## src/rtl/mem_bus_arbiter_if.sv

```systemverilog
// Requester and memory-bus signal bundle for mem_bus_arbiter.
// The arbiter uses the slave view; the datapath/bus environment uses the master view.
interface mem_bus_arbiter_if #(
    parameter int ADDR_W = 32,
    parameter int DATA_W = 32
);
    // fetch requester
    logic              i_req;
    logic [ADDR_W-1:0] i_addr;
    logic              i_data_ok;
    logic [DATA_W-1:0] i_rdata;

    // data requester
    logic              d_req;
    logic              d_wr;
    logic [1:0]        d_size;
    logic [ADDR_W-1:0] d_addr;
    logic [DATA_W-1:0] d_wdata;
    logic              d_data_ok;
    logic [DATA_W-1:0] d_rdata;

    // shared memory bus
    logic              bus_req;
    logic              bus_wr;
    logic [1:0]        bus_size;
    logic [ADDR_W-1:0] bus_addr;
    logic [DATA_W-1:0] bus_wdata;
    logic              bus_addr_ok;
    logic              bus_data_ok;
    logic [DATA_W-1:0] bus_rdata;

    modport slave (
        input  i_req, i_addr,
        output i_data_ok, i_rdata,
        input  d_req, d_wr, d_size, d_addr, d_wdata,
        output d_data_ok, d_rdata,
        output bus_req, bus_wr, bus_size, bus_addr, bus_wdata,
        input  bus_addr_ok, bus_data_ok, bus_rdata
    );

    modport master (
        output i_req, i_addr,
        input  i_data_ok, i_rdata,
        output d_req, d_wr, d_size, d_addr, d_wdata,
        input  d_data_ok, d_rdata,
        input  bus_req, bus_wr, bus_size, bus_addr, bus_wdata,
        output bus_addr_ok, bus_data_ok, bus_rdata
    );
endinterface

```

## src/rtl/mem_bus_arbiter.sv

```systemverilog
// Shares one SRAM-like bus between instruction fetch and data access, one transaction
// in flight; data side has priority, bounded by a streak counter so fetch cannot starve.
module mem_bus_arbiter #(
    parameter int ADDR_W       = 32,
    parameter int DATA_W       = 32,
    parameter int MAX_D_STREAK = 4
) (
    input  logic             clk,
    input  logic             reset,
    mem_bus_arbiter_if.slave bif
);
    localparam int STREAK_W = $clog2(MAX_D_STREAK + 1);
    localparam logic [STREAK_W-1:0] MAX_STREAK = STREAK_W'(MAX_D_STREAK);
    localparam logic [STREAK_W-1:0] STREAK_ONE = STREAK_W'(1);

    typedef enum logic [2:0] {
        ST_IDLE   = 3'd0,
        ST_I_ADDR = 3'd1,
        ST_I_DATA = 3'd2,
        ST_D_ADDR = 3'd3,
        ST_D_DATA = 3'd4
    } state_t;

    state_t              state_r;
    logic [STREAK_W-1:0] streak_r;
    logic                bus_req_r;
    logic                bus_wr_r;
    logic [1:0]          bus_size_r;
    logic [ADDR_W-1:0]   bus_addr_r;
    logic [DATA_W-1:0]   bus_wdata_r;
    logic                grant_d_s;
    logic                grant_i_s;

    // Arbitration decision, only meaningful while the bus is free.
    always_comb begin
        grant_d_s = 1'b0;
        grant_i_s = 1'b0;
        if (state_r == ST_IDLE) begin
            if (bif.d_req && (!bif.i_req || (streak_r < MAX_STREAK))) begin
                grant_d_s = 1'b1;
            end else if (bif.i_req) begin
                grant_i_s = 1'b1;
            end else begin
                grant_d_s = 1'b0;
                grant_i_s = 1'b0;
            end
        end else begin
            grant_d_s = 1'b0;
            grant_i_s = 1'b0;
        end
    end

    // Transaction sequencer: latches the owner's fields and drives the bus handshake.
    always_ff @(posedge clk or posedge reset) begin
        if (reset) begin
            state_r     <= ST_IDLE;
            streak_r    <= {STREAK_W{1'b0}};
            bus_req_r   <= 1'b0;
            bus_wr_r    <= 1'b0;
            bus_size_r  <= 2'd0;
            bus_addr_r  <= {ADDR_W{1'b0}};
            bus_wdata_r <= {DATA_W{1'b0}};
        end else begin
            case (state_r)
                ST_IDLE: begin
                    if (grant_d_s) begin
                        bus_req_r   <= 1'b1;
                        bus_wr_r    <= bif.d_wr;
                        bus_size_r  <= bif.d_size;
                        bus_addr_r  <= bif.d_addr;
                        bus_wdata_r <= bif.d_wdata;
                        state_r     <= ST_D_ADDR;
                        // streak only counts data wins that made a fetch wait
                        if (bif.i_req) begin
                            streak_r <= (streak_r == MAX_STREAK) ? MAX_STREAK : (streak_r + STREAK_ONE);
                        end else begin
                            streak_r <= {STREAK_W{1'b0}};
                        end
                    end else if (grant_i_s) begin
                        bus_req_r   <= 1'b1;
                        bus_wr_r    <= 1'b0;
                        bus_size_r  <= 2'd2;
                        bus_addr_r  <= bif.i_addr;
                        bus_wdata_r <= {DATA_W{1'b0}};
                        state_r     <= ST_I_ADDR;
                        streak_r    <= {STREAK_W{1'b0}};
                    end else begin
                        state_r <= ST_IDLE;
                    end
                end
                ST_I_ADDR, ST_D_ADDR: begin
                    if (bif.bus_addr_ok) begin
                        bus_req_r <= 1'b0;
                        state_r   <= (state_r == ST_I_ADDR) ? ST_I_DATA : ST_D_DATA;
                    end else begin
                        state_r <= state_r;
                    end
                end
                ST_I_DATA, ST_D_DATA: begin
                    if (bif.bus_data_ok) begin
                        state_r <= ST_IDLE;
                    end else begin
                        state_r <= state_r;
                    end
                end
                default: begin
                    state_r   <= ST_IDLE;
                    bus_req_r <= 1'b0;
                end
            endcase
        end
    end

    assign bif.bus_req   = bus_req_r;
    assign bif.bus_wr    = bus_wr_r;
    assign bif.bus_size  = bus_size_r;
    assign bif.bus_addr  = bus_addr_r;
    assign bif.bus_wdata = bus_wdata_r;

    // Responses are forwarded in the same cycle so the hazard logic can release a stall at once.
    assign bif.i_data_ok = (state_r == ST_I_DATA) && bif.bus_data_ok;
    assign bif.d_data_ok = (state_r == ST_D_DATA) && bif.bus_data_ok;
    assign bif.i_rdata   = bif.bus_rdata;
    assign bif.d_rdata   = bif.bus_rdata;
endmodule

```

## src/flat_wrapper.sv

```systemverilog
// flat-port wrapper written by rule: the top's interface ports become plain ports
module mem_bus_arbiter_flat 
#(
    parameter int ADDR_W       = 32,
    parameter int DATA_W       = 32,
    parameter int MAX_D_STREAK = 4
)
  (clk, reset, bif_i_req, bif_i_addr, bif_i_data_ok, bif_i_rdata, bif_d_req, bif_d_wr, bif_d_size, bif_d_addr, bif_d_wdata, bif_d_data_ok, bif_d_rdata, bif_bus_req, bif_bus_wr, bif_bus_size, bif_bus_addr, bif_bus_wdata, bif_bus_addr_ok, bif_bus_data_ok, bif_bus_rdata);
  mem_bus_arbiter_if #(.ADDR_W(ADDR_W), .DATA_W(DATA_W)) bif_i ();
  input  logic clk;
  input  logic reset;
  input wire logic [$bits(bif_i.i_req)-1:0] bif_i_req;
  input wire logic [$bits(bif_i.i_addr)-1:0] bif_i_addr;
  output wire logic [$bits(bif_i.i_data_ok)-1:0] bif_i_data_ok;
  output wire logic [$bits(bif_i.i_rdata)-1:0] bif_i_rdata;
  input wire logic [$bits(bif_i.d_req)-1:0] bif_d_req;
  input wire logic [$bits(bif_i.d_wr)-1:0] bif_d_wr;
  input wire logic [$bits(bif_i.d_size)-1:0] bif_d_size;
  input wire logic [$bits(bif_i.d_addr)-1:0] bif_d_addr;
  input wire logic [$bits(bif_i.d_wdata)-1:0] bif_d_wdata;
  output wire logic [$bits(bif_i.d_data_ok)-1:0] bif_d_data_ok;
  output wire logic [$bits(bif_i.d_rdata)-1:0] bif_d_rdata;
  output wire logic [$bits(bif_i.bus_req)-1:0] bif_bus_req;
  output wire logic [$bits(bif_i.bus_wr)-1:0] bif_bus_wr;
  output wire logic [$bits(bif_i.bus_size)-1:0] bif_bus_size;
  output wire logic [$bits(bif_i.bus_addr)-1:0] bif_bus_addr;
  output wire logic [$bits(bif_i.bus_wdata)-1:0] bif_bus_wdata;
  input wire logic [$bits(bif_i.bus_addr_ok)-1:0] bif_bus_addr_ok;
  input wire logic [$bits(bif_i.bus_data_ok)-1:0] bif_bus_data_ok;
  input wire logic [$bits(bif_i.bus_rdata)-1:0] bif_bus_rdata;
  assign bif_i.i_req = bif_i_req;
  assign bif_i.i_addr = bif_i_addr;
  assign bif_i_data_ok = bif_i.i_data_ok;
  assign bif_i_rdata = bif_i.i_rdata;
  assign bif_i.d_req = bif_d_req;
  assign bif_i.d_wr = bif_d_wr;
  assign bif_i.d_size = bif_d_size;
  assign bif_i.d_addr = bif_d_addr;
  assign bif_i.d_wdata = bif_d_wdata;
  assign bif_d_data_ok = bif_i.d_data_ok;
  assign bif_d_rdata = bif_i.d_rdata;
  assign bif_bus_req = bif_i.bus_req;
  assign bif_bus_wr = bif_i.bus_wr;
  assign bif_bus_size = bif_i.bus_size;
  assign bif_bus_addr = bif_i.bus_addr;
  assign bif_bus_wdata = bif_i.bus_wdata;
  assign bif_i.bus_addr_ok = bif_bus_addr_ok;
  assign bif_i.bus_data_ok = bif_bus_data_ok;
  assign bif_i.bus_rdata = bif_bus_rdata;
  mem_bus_arbiter #(.ADDR_W(ADDR_W), .DATA_W(DATA_W), .MAX_D_STREAK(MAX_D_STREAK)) u_core (.clk(clk), .reset(reset), .bif(bif_i));
endmodule
```

## config.mk

```make
export PLATFORM = sky130hd
export DESIGN_NAME = mem_bus_arbiter_flat
export DESIGN_NICKNAME = d
export VERILOG_FILES = /design/src/rtl/mem_bus_arbiter_if.sv /design/src/rtl/mem_bus_arbiter.sv /design/src/flat_wrapper.sv
export SDC_FILE = /design/constraint.sdc
export NUM_CORES = 1
export LEC_CHECK = 0
export CORE_ASPECT_RATIO = 0.75
export CORE_MARGIN = 3
export CORE_UTILIZATION = 24
export DETAILED_ROUTE_END_ITERATION = 8
export DONT_BUFFER_PORTS = 1
export GPL_TIMING_DRIVEN = 0
export PLACE_DENSITY = 0.41
export SLEW_MARGIN = 0
export SYNTH_ARGS = -nofsm -noshare
export SYNTH_HDL_FRONTEND = slang
export SYNTH_SLANG_ARGS = --single-unit
```

## constraint.sdc

```tcl
create_clock -name clk -period 2.3 [get_ports clk]
set_input_delay 0.345 -clock clk [delete_from_list [all_inputs] [get_ports clk]]
set_output_delay 0.345 -clock clk [all_outputs]
set_load 0.05 [all_outputs]
```

==> impl_metrics.csv <==
group,metric,value,unit
run_status,status,"finished, final reports clean",
detailed_routing,via_per_inst,4.73,
setup_path,cp_max_fo,9,
power,power.clock.fraction,0.196,
synthesis,mappedNetlistNets,510,
power,leakage,0.00196,µW
timing,max_slew_margin,0.442,
synthesis,synthArstFlopShare,1.00,
synthesis,syn_area,3780,µm²
global_routing,grt_pass1_vias,2758,
synthesis,synth_ff_type,"dfrtp_1",
global_routing,grt_pass1_wl,16400,µm
floorplanning,coreArea,15300,µm²
power,vdd_ir_drop_max,0.487,mV
power,p_total,7790,µW
layout,final_common_cell,"dfrtp_1",
global_routing,grt_overflow,0,
layout,drive_gt1_frac,0.268,
power,p_per_area,1770,nW/µm²
timing,max_clock_freq,0.512,GHz
layout,final_nets,523,
clocking,cts_buffer_depth,2,
placement,place_inst,577,
floorplanning,initial_utilization,0.247,
timing,maxSlewViolCount,0,
run,cap_violations,0,
setup_path,worst-endpoint-required,1960,ps
detailed_routing,antenna_left,0,
floorplanning,io_pins,271,
clocking,htreeDepth,3,
layout,fill_cells,1627,
setup_path,crit_arrival,1610,ps
detailed_routing,vias,2806,
power,p_int,3690,µW
floorplanning,die_x,151,µm
synthesis,syn-mean-instance-area,10.2,µm²
timing,tightest_slew,833,ps
placement,dpl-instance-area,4070,µm²
layout,area_growth,16.7,%
layout,final_area,4410,µm²
clocking,clkLatencyLatePin,340,ps
layout,fin_cells,593,
timing,fin_crit,1950,ps
synthesis,synth_seq_cells,74,
power,power.switching,4100,µW
synthesis,yosysTopAreaCell,"dfrtp_1",
global_routing,antenna_found_initial,0,
global_routing,grt_util_all_layers,0.125,
global_routing,grt_start_max_net_pins,52,
synthesis,yosysSeqAreaShare,0.490,
clocking,cts_tree,"done",
floorplanning,die_y,115,µm
detailed_routing,wire_per_inst,19.2,µm
placement,io_buffers,0,
clocking,cts.clk_slew.worst_paths,60,ps
detailed_routing,firstDrtPassIters,4,
setup_path,endpoint_kind,"primary output",
timing,finalCritPeriodShare,0.850,
power,switching_share,0.526,
layout,register_area,1850,µm²
synthesis,yosys.cell_types.count,33,
setup_path,critPathLaunchType,"register",
synthesis,synthCells,371,
timing,final_hold_viol_count,0,
synthesis,yosys_warnings,0,
timing,rsz0062_at_grt,"false",
synthesis,netlist.area_leader.share,0.490,
layout,multiInputGateArea,1260,µm²
detailed_routing,drt_wl_total,11400,µm
clocking,postCtsSetupRepairBufs,0,
floorplanning,die-area,17300,µm²
clocking,cts_sinks,74,
timing,setup_violations,0,
layout,layout_common_cells,"dfrtp_1, buf_4, nor2_1",
power,pwr-share-seq,0.522,
detailed_routing,drc,0,
hold_path,min_path_type,"primary input to register",
synthesis,synth_area_leaders,"dfrtp_1, buf_4, a22o_1",
detailed_routing,drt-initial-drc-count,101,
floorplanning,rows,39,
timing,skew,13.1,ps
placement,place_congestion,0.738,
clocking,cts_made_buffers,9,
placement,dp_hpwl,8720,µm
layout,antenna_cells,0,
setup_path,crit_type,"register to primary output",
power,combPwrFrac,0.282,
clocking,root_buffer,"clkbuf_16",
synthesis,synth_edf_count,0,
[power by group through the flow]
stage	combinational (µW)	sequential, µW	clock, µW
floorplan	1780	3930	0
global placement	2170	4110	0
detailed placement	2210	4110	0
CTS	2220	4090	1580
global route	2440	4150	1650
finish	2200	4070	1530
[logic make-up after synthesis]
| group | count (synthesis) | share of synthesized area |
|---|---|---|
| compound gates | 147 | 0.258 |
| buf+inv | 98 | 0.181 |
| flops | 74 | 0.490 |
| simple gates | 49 | 0.0609 |
| fa+ha+maj | 2 | 0.00662 |
| mux | 1 | 0.00298 |
[final timing paths]
path / from / endpoint / slack, ps / cells after the start
max: u_core.state_r[0] / bif_i_data_ok / 350 / 2
min: bif_bus_addr_ok / u_core.state_r[0] / 100 / 1
max reg2reg: u_core.state_r[0] / u_core.bif.bus_addr[11] / 450 / 6
min reg2reg: u_core.streak_r[0] / u_core.streak_r[0] / 520 / 1
max in group asynchronous: reset / u_core.bif.bus_size[1] / 1250 / 3
min in group asynchronous: reset / u_core.bif.bus_wdata[15] / 460 / 2
[registers in the layout, indices dropped and copies added, names as in the netlist]
| signal | cells |
|---|---|
| u_core.streak_r | 3 |
| u_core.bif.bus_req | 1 |
| u_core.bif.bus_wr | 1 |
| u_core.bif.bus_addr | 32 |
| u_core.bif.bus_wdata | 32 |
| u_core.state_r | 3 |
| u_core.bif.bus_size | 2 |
[cell usage after synthesis (2+ instances only)]
library cell,count
a22o_1,33
buf_1,2
clkbuf_1,11
o31ai_1,32
o22ai_1,2
inv_1,4
buf_2,7
a21oi_1,34
dfrtp_1,74
ha_1,2
nor2_1,37
o21ai_1,27
nand2_1,4
buf_6,8
o21ai_0,11
buf_4,66
[critical path, stage by stage (launching register included)]
cell and delay, ps:
dfrtp_1 350, buf_2 190, nor4bb_4 740
[what timing repair did]
action,CTS,global route
gates resized for setup,1,0
hold buffers,1,0
endpoints found under the hold margin,23,0
setup endpoints to repair,1,0
[per-layer routing]
layer	up-vias	wire, µm	GRT usage	share of wire
li1	1288	-	-	-
met4	0	92	0.0338	0.0081
met2	145	5130	0.182	0.45
met3	9	1270	0.0574	0.11
met1	1364	4900	0.166	0.43
met5	-	0	0	0
[cell type report]
class                           instances  share of cell area
Sequential cell                        74               0.420
Buffer                                 94               0.152
Inverter                                4             0.00397
Clock buffer                           11              0.0551
Timing Repair Buffer                    2             0.00852
Tap cell                              205              0.0582
Clock inverter                          4              0.0173
Multi-Input combinational cell        199               0.285
[metrics by stage]
step / setup WS [ps] / setup TNS [ps] / hold WS (ps) / util
after floorplan: 73.4 / 0 / 437 / -
after global placement: -909 / -66120 / 441 / 0.264
after detailed placement: 318 / 0 / 220 / 0.266
after CTS: 322 / 0 / 76.0 / 0.288
after global routing: 239 / 0 / 86.7 / 0.288
final: 346 / 0 / 97.3 / 0.288
Power figures use the tool's default switching activity.
